[src/rtl/lighthouse_pkg.sv]
// Shared types, field widths and 50 MHz timing defaults for the
// lighthouse photodiode pulse decoder.
package lighthouse_pkg;

  typedef enum logic {
    SWEEP = 1'b0,
    SYNC  = 1'b1
  } pulse_type_e;

  typedef enum logic [1:0] {
    WAIT_LOW,
    ARMED,
    IN_PULSE
  } lh_state_e;

  localparam int DUR_W  = 16;
  localparam int TS_W   = 32;
  localparam int DROP_W = 8;

  localparam int GLITCH_CYCLES_DEF    = 4;
  localparam int SYNC_MIN_CYCLES_DEF  = 2500;
  localparam int SYNC_BASE_CYCLES_DEF = 3125;
  localparam int SYNC_STEP_CYCLES_DEF = 521;
  localparam int MAX_PULSE_CYCLES_DEF = 10000;

  typedef struct packed {
    pulse_type_e      ptype;
    logic             axis;
    logic             data;
    logic             skip;
    logic             pref;
    logic [DUR_W-1:0] dur;
    logic [TS_W-1:0]  ticks;
  } pulse_rec_t;

  // Thresholds sit halfway between nominal bin lengths.
  function automatic logic [2:0] sync_bin(
    input logic [TS_W-1:0] dur,
    input int              base,
    input int              step
  );
    logic [2:0] bin;
    bin = '0;
    for (int k = 1; k <= 7; k++) begin
      if (dur >= TS_W'(base - step / 2 + k * step)) begin
        bin = bin + 3'd1;
      end
    end
    return bin;
  endfunction

endpackage

[src/rtl/lighthouse_deglitch.sv]
// Two-flop synchroniser plus GLITCH_CYCLES-sample level filter
// with registered rise/fall strobes on the filtered level.
module lighthouse_deglitch import lighthouse_pkg::*; #(
  parameter int GLITCH_CYCLES = GLITCH_CYCLES_DEF
) (
  input  logic clk,
  input  logic rst_n,
  input  logic i_sensor,
  output logic o_level,
  output logic o_rise,
  output logic o_fall
);

  localparam int CW =
    (GLITCH_CYCLES > 1) ? $clog2(GLITCH_CYCLES) : 1;
  localparam logic [CW-1:0] LAST = CW'(GLITCH_CYCLES - 1);

  logic [1:0]    r_sync;
  logic          r_level;
  logic          r_rise;
  logic          r_fall;
  logic [CW-1:0] r_cnt;

  // Line is presumed high out of reset so a pulse already in
  // progress is never measured; a low line simply settles.
  always_ff @(posedge clk or negedge rst_n) begin
    if (!rst_n) begin
      r_sync  <= 2'b11;
      r_level <= 1'b1;
      r_rise  <= 1'b0;
      r_fall  <= 1'b0;
      r_cnt   <= '0;
    end else begin
      r_sync <= {r_sync[0], i_sensor};
      r_rise <= 1'b0;
      r_fall <= 1'b0;
      if (r_sync[1] == r_level) begin
        r_cnt <= '0;
      end else if (r_cnt == LAST) begin
        r_cnt   <= '0;
        r_level <= r_sync[1];
        r_rise  <= r_sync[1];
        r_fall  <= !r_sync[1];
      end else begin
        r_cnt <= r_cnt + 1'b1;
      end
    end
  end

  assign o_level = r_level;
  assign o_rise  = r_rise;
  assign o_fall  = r_fall;

endmodule

[src/rtl/lighthouse_pulse_decoder.sv]
// Lighthouse pulse decoder: timestamps, classifies and queues pulses.
// Define LH_SYNC_DECODE_EN to enable sync bin (axis/data/skip) decoding.
module lighthouse_pulse_decoder import lighthouse_pkg::*; #(
  parameter int GLITCH_CYCLES    = GLITCH_CYCLES_DEF,
  parameter int SYNC_MIN_CYCLES  = SYNC_MIN_CYCLES_DEF,
`ifdef LH_SYNC_DECODE_EN
  parameter int SYNC_BASE_CYCLES = SYNC_BASE_CYCLES_DEF,
  parameter int SYNC_STEP_CYCLES = SYNC_STEP_CYCLES_DEF,
`endif
  parameter int MAX_PULSE_CYCLES = MAX_PULSE_CYCLES_DEF
) (
  input  logic              clk,
  input  logic              rst_n,
  input  logic              sensor_i,
  input  logic [TS_W-1:0]   timer_i,
  output logic              pulse_valid_o,
  input  logic              pulse_ready_i,
  output logic              pulse_type_o,
  output logic              pulse_axis_o,
  output logic              pulse_data_o,
  output logic              pulse_skip_o,
  output logic [DUR_W-1:0]  pulse_duration_o,
  output logic [TS_W-1:0]   sweep_ticks_o,
  output logic              pulse_ref_o,
  output logic [DROP_W-1:0] drop_count_o
);

  lh_state_e         r_state;
  lh_state_e         w_state_nxt;
  logic              w_level;
  logic              w_rise;
  logic              w_fall;
  logic              w_capture;
  logic              w_done;
  logic              w_timeout;
  logic              w_ref_upd;
  logic              w_drop;
  logic [TS_W-1:0]   w_elapsed;
  logic [TS_W-1:0]   r_rise_ts;
  logic [TS_W-1:0]   r_ref_ts;
  logic              r_ref_seen;
  logic              r_valid;
  logic [DROP_W-1:0] r_drop;
  pulse_rec_t        r_rec;
  pulse_rec_t        w_rec;

  lighthouse_deglitch #(
    .GLITCH_CYCLES(GLITCH_CYCLES)
  ) u_deglitch (
    .clk     (clk),
    .rst_n   (rst_n),
    .i_sensor(sensor_i),
    .o_level (w_level),
    .o_rise  (w_rise),
    .o_fall  (w_fall)
  );

  assign w_elapsed = timer_i - r_rise_ts;

  always_ff @(posedge clk or negedge rst_n) begin
    if (!rst_n) begin
      r_state <= WAIT_LOW;
    end else begin
      r_state <= w_state_nxt;
    end
  end

  // Timeout wins over a coincident fall so dur always fits 16 bits.
  always_comb begin
    w_state_nxt = r_state;
    w_capture   = 1'b0;
    w_done      = 1'b0;
    w_timeout   = 1'b0;
    unique case (r_state)
      WAIT_LOW: begin
        if (!w_level) begin
          w_state_nxt = ARMED;
        end
      end
      ARMED: begin
        if (w_rise) begin
          w_capture   = 1'b1;
          w_state_nxt = IN_PULSE;
        end
      end
      IN_PULSE: begin
        if (w_elapsed > TS_W'(MAX_PULSE_CYCLES)) begin
          w_timeout   = 1'b1;
          w_state_nxt = WAIT_LOW;
        end else if (w_fall) begin
          w_done      = 1'b1;
          w_state_nxt = ARMED;
        end
      end
      default: begin
        w_state_nxt = WAIT_LOW;
      end
    endcase
  end

  always_comb begin
    w_rec     = '0;
    w_ref_upd = 1'b0;
    w_rec.dur = w_elapsed[DUR_W-1:0];
    if (w_elapsed >= TS_W'(SYNC_MIN_CYCLES)) begin
      w_rec.ptype = SYNC;
`ifdef LH_SYNC_DECODE_EN
      {w_rec.skip, w_rec.data, w_rec.axis} =
        sync_bin(w_elapsed, SYNC_BASE_CYCLES, SYNC_STEP_CYCLES);
      w_ref_upd = !w_rec.skip;
`else
      w_ref_upd = 1'b1;
`endif
    end else begin
      w_rec.ptype = SWEEP;
      w_rec.pref  = r_ref_seen;
      if (r_ref_seen) begin
        w_rec.ticks = r_rise_ts - r_ref_ts;
      end
    end
  end

  assign w_drop = w_timeout
                | (w_done & r_valid & ~pulse_ready_i);

  always_ff @(posedge clk or negedge rst_n) begin
    if (!rst_n) begin
      r_rise_ts  <= '0;
      r_ref_ts   <= '0;
      r_ref_seen <= 1'b0;
      r_valid    <= 1'b0;
      r_rec      <= '0;
      r_drop     <= '0;
    end else begin
      if (w_capture) begin
        r_rise_ts <= timer_i;
      end
      if (w_done && w_ref_upd) begin
        r_ref_ts   <= r_rise_ts;
        r_ref_seen <= 1'b1;
      end
      if (w_done && (!r_valid || pulse_ready_i)) begin
        r_valid <= 1'b1;
        r_rec   <= w_rec;
      end else if (pulse_ready_i) begin
        r_valid <= 1'b0;
      end
      if (w_drop && (r_drop != '1)) begin
        r_drop <= r_drop + 1'b1;
      end
    end
  end

  assign pulse_valid_o    = r_valid;
  assign pulse_type_o     = r_rec.ptype;
  assign pulse_axis_o     = r_rec.axis;
  assign pulse_data_o     = r_rec.data;
  assign pulse_skip_o     = r_rec.skip;
  assign pulse_duration_o = r_rec.dur;
  assign sweep_ticks_o    = r_rec.ticks;
  assign pulse_ref_o      = r_rec.pref;
  assign drop_count_o     = r_drop;

endmodule

[config.mk]
export PLATFORM = sky130hd
export DESIGN_NAME = lighthouse_pulse_decoder
export DESIGN_NICKNAME = d
export VERILOG_FILES = /design/src/rtl/lighthouse_pkg.sv /design/src/rtl/lighthouse_deglitch.sv /design/src/rtl/lighthouse_pulse_decoder.sv
export SDC_FILE = /design/constraint.sdc
export NUM_CORES = 1
export LEC_CHECK = 0
export BUFFER_PORTS_ARGS = -buffer_cell sky130_fd_sc_hd__buf_2
export CORE_ASPECT_RATIO = 0.75
export CORE_MARGIN = 2
export CORE_UTILIZATION = 40
export DETAILED_ROUTE_END_ITERATION = 10
export PLACE_DENSITY_LB_ADDON = 0.3
export SLEW_MARGIN = 20
export SYNTH_ARGS = -nofsm -noshare
export SYNTH_HDL_FRONTEND = slang
export SYNTH_HIERARCHICAL = 1
export SYNTH_SLANG_ARGS = --single-unit
[constraint.sdc]
create_clock -name clk -period 3.8 [get_ports clk]
set_input_delay 0 -clock clk [delete_from_list [all_inputs] [get_ports clk]]
set_output_delay 0 -clock clk [all_outputs]
set_load 0.02 [all_outputs]
Word level (Yosys, flattened, before mapping)
Index checks and enable logic that the tools add are counted.
{"block": "totals", "output_inout_bits": 62, "register_bits": 133, "input_bits": 36, "word_cells": 68}
{"block": "op_classes", "n_mux": 24, "bitwise": 5, "eq_ne": 8, "n_lt_le_gt_ge": 2, "reduce_logical": 10, "n_addsub": 4}
{"cell": "$mux 32", "n": 2}
{"cell": "$sub 32x32->32", "n": 2}
{"cell": "$ge 32x12->1 const B", "n": 1}
{"cell": "$gt 32x14->1 const B", "n": 1}
{"cell": "$mux 1", "n": 15}
{"cell": "$mux 2", "n": 6}
{"cell": "$add 8x1->8 const B", "n": 1}
{"cell": "$ne 8x8->1 const B", "n": 1}
{"cell": "$pmux 2 s3", "n": 1}
{"cell": "$eq 2x2->1 const B", "n": 2}
{"cell": "$logic_and 1x1->1", "n": 3}
{"cell": "$ne 3x2->1 const B", "n": 1}
{"cell": "$reduce_and 3->1", "n": 1}
{"cell": "$add 2x1->2 const B", "n": 1}
{"cell": "$and 1x1->1", "n": 2}
{"cell": "$eq 2x1->1 const B", "n": 1}
{"cell": "$logic_not 1->1", "n": 2}
{"cell": "$logic_not 2->1", "n": 1}
{"cell": "$ne 2x1->1 const B", "n": 1}
{"cell": "$ne 2x2->1 const B", "n": 1}
{"cell": "$not 1->1", "n": 2}
{"cell": "$reduce_and 2->1", "n": 1}
{"cell": "$reduce_bool 2->1", "n": 1}
{"cell": "$eq 1x1->1", "n": 1}
{"cell": "2 further kinds", "n": 2}

Logic depth before layout (Yosys ltp)
{"block": "depth", "ltp_word": 8, "mapped_depth": 15, "ltp_nobuf": 14}

Cells and area by module
The synthesis kept the hierarchy.
{"module": "lighthouse_pulse_decoder", "seq_area_each_um2": 3153.0, "n_inst": 1, "cells_each": 915, "area_per_inst_um2": 8673.3}
{"module": "lighthouse_deglitch", "seq_area_each_um2": 178.9, "n_inst": 1, "cells_each": 14, "area_per_inst_um2": 247.7}

Least setup slack after synthesis
OpenSTA, ideal clock, no wires.
{"block": "synth_timing", "path_type": "reg2reg", "startpoint": "register r_rise_ts[0]", "endpoint": "register r_rec (netlist bit pulse_duration_o[13])", "required_time_ns": 3.721, "t_arrival_ns": 3.835, "setup_slack_ns": -0.115, "n_path_buf": 2, "setup_ns": 0.079, "synth_period_minus_slack_ns": 3.915, "stages_incl_launch_ff": 15, "path_cell_list": "dfrtp_1 ha_1 fa_1 nand2b_1 a21oi_1 o211ai_1 a31o_2 a211o_1 o211a_1 a221oi_2 or4b_1 buf_2 nor3_4 buf_6 mux2i_1"}
{"block": "synth_via", "elab_chain_cells": 5}
{"element": "from (decl)", "line_no": "lighthouse_pulse_decoder.sv:39", "source": "logic [TS_W-1:0] r_rise_ts;"}
{"element": "from (signal assigned)", "line_no": "lighthouse_pulse_decoder.sv:136", "source": "r_rise_ts <= timer_i;"}
{"element": "$sub 32x32->32 *", "line_no": "lighthouse_pulse_decoder.sv:58", "source": "assign w_elapsed = timer_i - r_rise_ts;"}
{"element": "$gt 32x14->1", "line_no": "lighthouse_pulse_decoder.sv:87", "source": "if (w_elapsed > TS_W'(MAX_PULSE_CYCLES)) begin"}
{"element": "$mux 1", "line_no": "lighthouse_pulse_decoder.sv:87"}
{"element": "$mux 1", "line_no": "lighthouse_pulse_decoder.sv:74", "source": "unique case (r_state)"}
{"element": "$logic_and 1x1->1", "line_no": "lighthouse_pulse_decoder.sv:142", "source": "if (w_done && (!r_valid || pulse_ready_i)) begin"}
{"element": "to (signal assigned)", "line_no": "lighthouse_pulse_decoder.sv:144", "source": "r_rec <= w_rec;"}
{"element": "to (decl)", "line_no": "lighthouse_pulse_decoder.sv:44", "source": "pulse_rec_t r_rec;"}
Every way passes the cells marked *; elsewhere a longest branch is shown, timed or not.
A chain may end at the register's enable or synchronous reset.

Worst setup path in the final report
{"block": "layout_timing", "startpoint": "register r_rise_ts[4]", "endpoint": "register r_rec (netlist bit pulse_duration_o[12])"}
Same word-level chain as after synthesis.

==> summary.txt <==
net switching power: 3.52 mW
number of synthesized register bits: 133
final setup margin: -0.0818 ns
Internal: 5.21 mW
Slew headroom: 45.3%
Final min period: 3.88 ns
ys flop type: dfrtp_1
std cell rows: 47
Starting DRT DRC Count: 398
slew at the pin closest to its max-slew limit: 0.820 ns
Crit-path slowest cell: or4b_4
crit-path max cell delay: 0.58 ns
via/cell ratio: 5.23
die area: 23500 um^2
PwrDens: 666 nW/um^2
multi-input logic area: 5860 um^2
kind of critical path: reg2reg
pin count of the biggest net entering global routing: 105
synthesized cell area: 8920 um^2
antenna diode count: 0
Final Total Pwr: 8.73 mW
Final Cell Area: 13100 um^2
status: finished with violations
DP HPWL: 18700 um
Final Wtd Congestion: 0.926
Overflow after GRT: 0
core area: 22000 um^2
Fmax: 258 MHz
met1 usage: 34.8%
YS warnings: 6
nets@finish: 1346
CP top delay family: compound AO/OA/AOI/OAI gates
Yosys top cell by area: dfrtp_1
# IOs: 98
TritonCTS clock tree: built
area share of the largest cell type after synthesis: 36.5%
Period Utilization, post-route: 102%
WP data arrival: 4.19 ns
vias in the first global route: 7536
Worst-path clk slew: 0.07 ns
EDFF count, synth: 0
PortBufs: 94
Worst setup EP type: flip-flop
DRC Markers: 0
clk_skew: 0.0101 ns
synthesized area per cell: 9.60 um^2
TritonRoute pass-1 iters: 5
first-pass GRT wire length: 40400 um
clock share of power: 19.9%
Seq/Total Area, Yosys: 37.3%
required time worst endpoint: 4.11 ns
Worst-Skew Late Latency: 0.43 ns
CP bufs+invs: 2
chip height: 133 um
peak supply drop: 0.000331 V
Final ANT Viol Nets: 0
reg2reg setup slack: -0.08 ns
Die W: 176 um
vias: 8118
Comb power frac: 60.0%
DR WL/cell: 16.9 um
final setup violating endpoints: 34
ys async rst share: 100%
Post-Route WL: 26200 um
H-Tree Depth: 4
Hold Violations, Final: 0
Max Fanout on Critical Path: 14
Slew Limit Fails: 0
top cells by area, synth: dfrtp_1 36%, ha_1 9.0%, mux2_2 4.4%
FILL cells: 1849
met3 Use GR: 3.51%
min-delay worst type: in2async
dpl cell area: 11000 um^2
Max clock buf depth: 2
critical path cell sequence: inv_2 -> ha_4 -> o211ai_4 -> o21ai_4 -> o31ai_4 -> a2111oi_4 -> or3_4 -> a211o_1 -> a221oi_2 -> or4b_4 -> nor3_4 -> buf_12 -> mux2_4
sequential cell area: 3330 um^2
initial core utilization: 40.6%
max-cap violations: 0
switch share: 40.3%
TritonCTS Buffers: 17
failing checks: negative setup slack
final hold slack: 0.00520 ns
CTS Sinks: 133
share of cells above drive strength 1: 37.7%
Cells after Synth: 929
RSZ-0062 raised after global routing: yes
number of antenna violations at the first check in global routing: 0
GRT Max-Usage Layer: met1
Reg power frac: 20.1%
Critical Path Source Type: flip-flop
Total GRT Usage: 21.8%
Leakage: 6.23 nW
Layout area overhead: 46.9%
Yosys cell types: 73
clk root buf: clkbuf_16
met2 Resource Use GR: 30.3%
registers in the layout, summed over array words and instances, names as in the netlist, 2 cells and up:
name	cells
drop_count_o	8
pulse_duration_o	16
r_ref_ts	32
r_rise_ts	32
r_state	2
sweep_ticks_o	32
u_deglitch/r_cnt	2
u_deglitch/r_sync	2
cell usage in the layout, fill, tap and decap left out, types with 19 or more instances in the layout:
master         count
a21o_1            34
inv_1             82
ha_1              53
xnor2_1           19
buf_4            177
nor2_1            30
o31ai_4           28
nand4_1           19
dfrtp_1          130
clkbuf_16         20
buf_2             93
dlygate4sd3_1     34
o21ai_1           38
mux2i_1           37
xor2_1            32
o21ai_0           32
mux2_2            33
nand2_1           43
a21oi_1           61
area by class of cell:
type                    count  area share [%]
multi-input cells         676            44.7
repair buffers            329            19.9
well taps                 294            2.81
inverters                  87            2.49
flip-flops and latches    133            25.4
clock inverters            11            1.04
clock buffers              21            3.59
power by group through the flow:
stage,clock [mW],combinational [mW],sequential (mW)
2_1_floorplan,0,2.54,1.78
5_1_grt,1.83,5.70,1.78
3_5_place_dp,0,4.61,1.77
6_report,1.74,5.24,1.76
4_1_cts,1.75,4.75,1.74
3_3_place_gp,0,4.58,1.76
cells by family (layout without fill, tap and decap cells):
kind of cell             Yosys count  count (layout)  share of synthesized area, %
AO/OA/AOI/OAI                    282             282                          20.7
XOR/XNOR                          52              52                          5.11
adder cells (fa/ha/maj)           66              66                          9.43
buffers and inverters            122             448                          5.55
flip-flops                       133             133                          37.3
multiplexers                      84              84                          10.4
other                              1               3                        0.0420
AND/OR/NAND/NOR                  189             189                          11.4
synth_stat cells (all sizes together), types with 4 or more instances:
library cell and n:
nor3 16, mux2i 38, nand3 16, and3 10
or2 6, dfrtp 130, o21ai 74, nor2b 9
buf 19, nand2 43, o211ai 6, or3 5
mux2 46, and2 5, o21bai 7, a21oi 68
ha 64, o21a 8, inv 87, xnor2 19
clkbuf 16, o31ai 32, xor2 33, a31oi 8
nor3b 4, nand3b 5, nand4 19, nor2 30
a211o 4, nor4 4, a21o 34, nand2b 9
a211oi 6, o311ai 4
worst reg2reg max path, cell delays in order (launching register included):
cell and delay, ns:
dfrtp_1 0.38, inv_2 0.08, ha_4 0.21, o211ai_4 0.24
o21ai_4 0.10, o31ai_4 0.32, a2111oi_4 0.14, or3_4 0.35
a211o_1 0.31, a221oi_2 0.29, or4b_4 0.58, nor3_4 0.25
buf_12 0.19, mux2_4 0.31
metal layers:
layer  part of all wire [%]  wire length [um]
met4                    1.4               357
met3                    5.3              1400
met5                      0                 0
met1                     51             13500
met2                     42             11000
per-stage QoR:
step	setup slack [ns]	setup TNS, ns	utilization (%)	instances
finish	-0.0818	-1.08	59.6	1551
CTS	-0.0617	-0.630	54.9	1528
global placement	-0.198	-12.54	50.1	1458
detailed placement	-0.243	-15.53	50.1	1458
floorplan	-0.0873	-1.34	-	931
global route	-0.210	-10.37	59.6	1551
path summary, 6_finish.rpt:
path,depth (start not counted),to,from
worst max-delay path,13,pulse_duration_o[12],r_rise_ts[4]
worst min-delay path,2,sweep_ticks_o[23],rst_n
worst max register to register,13,pulse_duration_o[12],r_rise_ts[4]
worst min register to register,0,u_deglitch/r_sync[1],u_deglitch/r_sync[0]
max in group asynchronous,4,sweep_ticks_o[15],rst_n
min in group clk,4,sweep_ticks_o[0],pulse_ready_i
what timing repair did:
item / 4_1_cts / 5_1_grt
resized for setup: 11 / 158
hold buffers: 34 / 0
pin swaps: 3 / 28
setup buffers: 4 / 19
endpoints found under the setup margin: 85 / 86
cloned: 0 / 4
hold endpoints to repair: 133 / 0
Power figures use the tool's default switching activity.
